## config.mk

```make
export PLATFORM = sky130hd
export DESIGN_NAME = guess_input_conditioner
export DESIGN_NICKNAME = d
export VERILOG_FILES = /design/src/rtl/guess_pkg.sv /design/src/rtl/guess_input_conditioner_debounce_bit.sv /design/src/rtl/guess_input_conditioner.sv
export SDC_FILE = /design/constraint.sdc
export NUM_CORES = 1
export LEC_CHECK = 0
export ABC_AREA = 1
export BUFFER_PORTS_ARGS = -buffer_cell sky130_fd_sc_hd__buf_2
export CAP_MARGIN = 25
export CORE_ASPECT_RATIO = 0.5
export CORE_MARGIN = 2
export CORE_UTILIZATION = 56
export DETAILED_ROUTE_END_ITERATION = 12
export GPL_TIMING_DRIVEN = 0
export MAX_ROUTING_LAYER = met4
export PLACE_DENSITY = 0.87
export SLEW_MARGIN = 20
export SYNTH_ARGS = -nofsm -noshare
export SYNTH_HDL_FRONTEND = slang
export SYNTH_SLANG_ARGS = --single-unit
```

## constraint.sdc

```tcl
create_clock -name clk -period 1.5 [get_ports clk]
set_input_delay 0.15 -clock clk [delete_from_list [all_inputs] [get_ports clk]]
set_output_delay 0.15 -clock clk [all_outputs]
set_load 0.03 [all_outputs]
```

## src/rtl/guess_pkg.sv

```systemverilog
// Shared definitions for the guess game: button count and arbiter/FSM state encoding.
package guess_pkg;

    localparam int NUM_BTN = 4;

    typedef enum logic [1:0] {
        IDLE = 2'd0,
        FIRE = 2'd1,
        WAIT = 2'd2
    } guess_state_t;

    // True when exactly one button is down; zero is not one-hot.
    function automatic logic is_one_hot(input logic [NUM_BTN-1:0] value);
        return (value != '0) && ((value & (value - 1'b1)) == '0);
    endfunction

endpackage

```

## src/rtl/guess_input_conditioner_debounce_bit.sv

```systemverilog
// One pushbutton: two-flop synchronizer followed by a counter debouncer.
module debounce_bit #(
    parameter int N = 20
) (
    input  logic clk,
    input  logic reset,
    input  logic din,
    output logic dout
);

    localparam logic [N-1:0] COUNT_ONE = {{(N-1){1'b0}}, 1'b1};
    localparam logic [N-1:0] COUNT_MAX = '1;

    logic          sync_a;
    logic          sync_b;
    logic          stable;
    logic [N-1:0]  count;

    // The counter only advances while the synchronized input disagrees with
    // the stable value; any agreement restarts the whole 2^N window.
    always_ff @(posedge clk) begin
        if (reset) begin
            sync_a <= 1'b0;
            sync_b <= 1'b0;
            stable <= 1'b0;
            count  <= '0;
        end else begin
            sync_a <= din;
            sync_b <= sync_a;
            if (sync_b == stable) begin
                count <= '0;
            end else if (count == COUNT_MAX) begin
                stable <= sync_b;
                count  <= '0;
            end else begin
                count <= count + COUNT_ONE;
            end
        end
    end

    assign dout = stable;

endmodule

```

## src/rtl/guess_input_conditioner.sv

```systemverilog
// Debounces four guess buttons and turns a single clean press into one
// registered pulse; multi-button presses are rejected instead.
module guess_input_conditioner
    import guess_pkg::*;
#(
    parameter int N = 20
) (
    input  logic                clk,
    input  logic                reset,
    input  logic [NUM_BTN-1:0]  btn_raw,
    output logic                b0,
    output logic                b1,
    output logic                b2,
    output logic                b3,
    output logic                reject
);

    logic [NUM_BTN-1:0] stable;

    for (genvar i = 0; i < NUM_BTN; i++) begin : g_debounce
        debounce_bit #(.N(N)) u_debounce (
            .clk   (clk),
            .reset (reset),
            .din   (btn_raw[i]),
            .dout  (stable[i])
        );
    end

    guess_state_t       state;
    guess_state_t       next_state;
    logic [NUM_BTN-1:0] fire_code;
    logic [NUM_BTN-1:0] next_fire_code;
    logic               reject_q;
    logic               next_reject;

    always_ff @(posedge clk) begin
        if (reset) begin
            state     <= IDLE;
            fire_code <= '0;
            reject_q  <= 1'b0;
        end else begin
            state     <= next_state;
            fire_code <= next_fire_code;
            reject_q  <= next_reject;
        end
    end

    // Outputs are computed for the state being entered so that the pulse
    // register is high exactly while the arbiter sits in FIRE.
    always_comb begin
        next_state     = state;
        next_fire_code = '0;
        next_reject    = 1'b0;
        case (state)
            IDLE: begin
                if (stable == '0) begin
                    next_state = IDLE;
                end else if (is_one_hot(stable)) begin
                    next_state     = FIRE;
                    next_fire_code = stable;
                end else begin
                    next_state  = WAIT;
                    next_reject = 1'b1;
                end
            end
            FIRE: begin
                next_state = WAIT;
            end
            WAIT: begin
                if (stable == '0) begin
                    next_state = IDLE;
                end
            end
            default: begin
                next_state = IDLE;
            end
        endcase
    end

    assign b0     = fire_code[0];
    assign b1     = fire_code[1];
    assign b2     = fire_code[2];
    assign b3     = fire_code[3];
    assign reject = reject_q;

endmodule
```

==> metrics.md <==
| Metric | Value |
|---|---|
| Status | `finished, violations left` |
| Failing checks | `setup timing` |
| GRT Total Usage | `0.233` |
| Net Count, Synth | `673` |
| Period minus WS final | `1.53 ns` |
| Pwr/cell area | `909 nW/um2` |
| Yosys warns | `0` |
| Critical path arrival | `1.75 ns` |
| CP required | `1.73 ns` |
| Worst Max-Slew Pin Slew | `0.431 ns` |
| Critical Path Source Type | `register` |
| Pre-CTS WS | `-0.213 ns` |
| P_leak | `1.78 nW` |
| Via density | `5.28` |
| Reg-to-Reg Start | `g_debounce[2].u_debounce.count[0]` |
| Core footprint | `8000 um2` |
| Worst Path Max Fanout | `4` |
| Filler cell count | `561` |
| Pre-antenna DRT Iters | `8` |
| Initial antenna violation count | `0` |
| # DRC | `0` |
| Die W | `132 um` |
| Fin nets | `723` |
| Io pins | `11` |
| FF/Latch Area | `2010 um2` |
| Routed wire length per instance | `13.8 um` |
| Slew Viols, Final | `0` |
| Largest net degree at the start of global routing | `18` |
| CTS root buf | `clkbuf_16` |
| Part of the cycle the worst path needs | `1.02` |
| Iteration-0 DRC count of the detailed router | `343` |
| First-pass GRT wire length | `16.4 mm` |
| # port buffers | `9` |
| Yosys cell types | `28` |
| Final Hold Vio Count | `0` |
| Number of global-route vias before repair | `3,939` |
| Post-DP HPWL | `6.13 mm` |
| Hold Path Sink | `g_debounce[0].u_debounce.sync_a` |
| Syn avg cell area | `6.96 um2` |
| R2r setup slk | `-0.03 ns` |
| Worst reg2reg path depth | `9` |
| Setup WS post-layout | `-0.0275 ns` |
| Total CTS buffers | `9` |
| Seq/Total Area, Yosys | `0.429` |
| Vias post-DR | `4,386` |
| N_diodes | `0` |
| Post-Syn Area | `4620 um2` |
| Die footprint | `9030 um2` |
| Reg clk slew, reported paths | `0.07 ns` |
| Setup-failing EPs final | `9` |
| H-tree depth | `3` |
| Slew Limit Headroom | `0.710` |
| FMAX | `655 MHz` |
| Multi-input logic area | `2450 um2` |
| Layout cells sized above 1 | `0.162` |
| CP endpoint kind | `register` |
| TritonCTS clock tree | `yes` |
| Die Ht | `68.2 um` |
| Initial Util | `0.577` |
| Worst Skew | `0.00646 ns` |
| Row count | `23` |
| Global route overflow | `0` |
| Maxcap violations | `0` |
| GPL Wtd Cong | `0.863` |
| Clock Path Buffers | `2` |
| Final hold slack | `0.0188 ns` |
| Synth-to-layout area growth | `21.8%` |
| Hold path depth | `3` |
| Seq cells post-synth | `99` |
| Clock sinks | `99` |
| Maximum vdd drop | `607 uV` |
| Crit Path Class | `register to register` |
| Later-pin clock latency in the skew report | `0.35 ns` |
| HP Class | `primary input to register` |
| Hold path startpoint | `btn_raw[0]` |
| WL final | `11.5 mm` |
| Syn Inst Count | `663` |
| DRT antenna net count | `0` |
| Crit Reg-Reg Endpoint | `g_debounce[2].u_debounce.count[13]` |
## registers in the layout, indices dropped and copies added (netlist names)
signal and cells:
g_debounce.u_debounce.sync_a 4, state 2, g_debounce.u_debounce.count 80, reject 1, fire_code 4, g_debounce.u_debounce.sync_b 4, g_debounce.u_debounce.dout 4
## placed cells by master, fill, tap and decap left out, types with 6 or more instances in the layout
cell,n
nand2_1,168
nor2_1,144
dfxtp_1,88
inv_1,70
nand3_1,35
a21oi_1,31
xnor2_1,24
buf_4,21
xor2_1,14
clkbuf_16,12
nor2_2,11
nand4_1,10
buf_2,10
or2_2,6
buf_6,6
dfxtp_2,6
## Yosys cell counts
| cell | instances | area (um2) |
|---|---|---|
| buf_6 | 2 | 22.5 |
| inv_1 | 71 | 267 |
| nor2_8 | 1 | 20.0 |
| buf_2 | 1 | 5.00 |
| nor3_2 | 1 | 10.0 |
| xnor2_1 | 24 | 210 |
| nand3b_1 | 3 | 22.5 |
| nor2_2 | 4 | 25.0 |
| inv_2 | 1 | 3.75 |
| dfxtp_1 | 99 | 1980 |
| nand2_4 | 2 | 22.5 |
| nand2_1 | 172 | 646 |
| or2_1 | 1 | 6.26 |
| ha_1 | 4 | 50.1 |
| nand3_4 | 2 | 35.0 |
| buf_4 | 5 | 37.5 |
| o21ai_0 | 6 | 30.0 |
| a21oi_2 | 1 | 8.76 |
| nor2_4 | 2 | 22.5 |
| nor2_1 | 154 | 578 |
| nand3_1 | 37 | 185 |
| nand4_1 | 10 | 62.6 |
| or2_2 | 6 | 37.5 |
| xor2_1 | 14 | 123 |
| o21ai_1 | 1 | 5.00 |
| nor3_1 | 4 | 20.0 |
| a21oi_1 | 32 | 160 |
| nand2_2 | 3 | 18.8 |
## area by class of cell
class	instances	share of cell area
multi-input cells	484	0.437
repair buffers	39	0.0630
flip-flops and latches	99	0.357
inverters	72	0.0481
plain buffers	8	0.0163
well taps	112	0.0249
clock inverters	7	0.0138
clock buffers	9	0.0401
## layer usage
layer	vias to the layer above	share of wire	global-route usage
li1	2151	-	-
met1	2012	0.41	0.247
met2	172	0.50	0.418
met3	51	0.059	0.0726
met4	0	0.037	0.0941
met5	-	0	-
## cells by family after synthesis
| group | count (synthesis) | synth area share |
|---|---|---|
| and+or+nand+nor | 402 | 0.371 |
| DFF | 99 | 0.429 |
| buffers and inverters | 80 | 0.0726 |
| AOI/OAI and AO/OA | 40 | 0.0442 |
| xor gates and xnor gates | 38 | 0.0721 |
| adders and majority gates | 4 | 0.0108 |
## through the flow
step	power, mW	TNS (ns)	cells	util	area, um2
2_1_floorplan	2.75	0	663	-	4620
3_3_place_gp	2.77	-8.50	784	0.600	4800
3_5_place_dp	2.77	-10.73	784	0.600	4800
4_1_cts	5.11	0	814	0.665	5320
5_1_grt	5.26	-2.04	830	0.703	5620
6_report	5.11	-0.0724	830	0.703	5620
## worst max path at each step
stage                                            from                                 end
floorplan           g_debounce[2].u_debounce.count[0]  g_debounce[2].u_debounce.count[11]
global placement    g_debounce[2].u_debounce.count[0]  g_debounce[2].u_debounce.count[16]
detailed placement  g_debounce[2].u_debounce.count[0]  g_debounce[2].u_debounce.count[11]
CTS                 g_debounce[1].u_debounce.count[0]  g_debounce[1].u_debounce.count[15]
global route        g_debounce[3].u_debounce.count[2]   g_debounce[3].u_debounce.count[8]
finish              g_debounce[2].u_debounce.count[0]  g_debounce[2].u_debounce.count[13]
## timing repair
action                                 CTS  global route
setup endpoints to repair               81            81
hold buffers                             3             0
pin swaps                                9            15
cloned                                   0             6
setup buffers                           11            10
endpoints found under the hold margin    3             0
resized for setup                       23            43
## worst max-delay path, cell delays in order (launching register included)
cell and delay, ns:
dfxtp_4 0.38, ha_4 0.16, nand2_2 0.05, nor2_2 0.14
nand2_2 0.10, nor2_4 0.12, nand3_4 0.11, nand2_8 0.12
clkbuf_16 0.15, a21oi_1 0.06
## where the power goes
group          internal, mW  total [mW]  switching [mW]  leakage (nW)
Clock                  1.30        2.36            1.06         0.134
Sequential             2.63        2.64         0.00762         0.806
Combinational        0.0535       0.111          0.0575         0.838
Total                  3.99        5.11            1.12          1.78
Note: power is estimated with default switching activity, not from simulation.
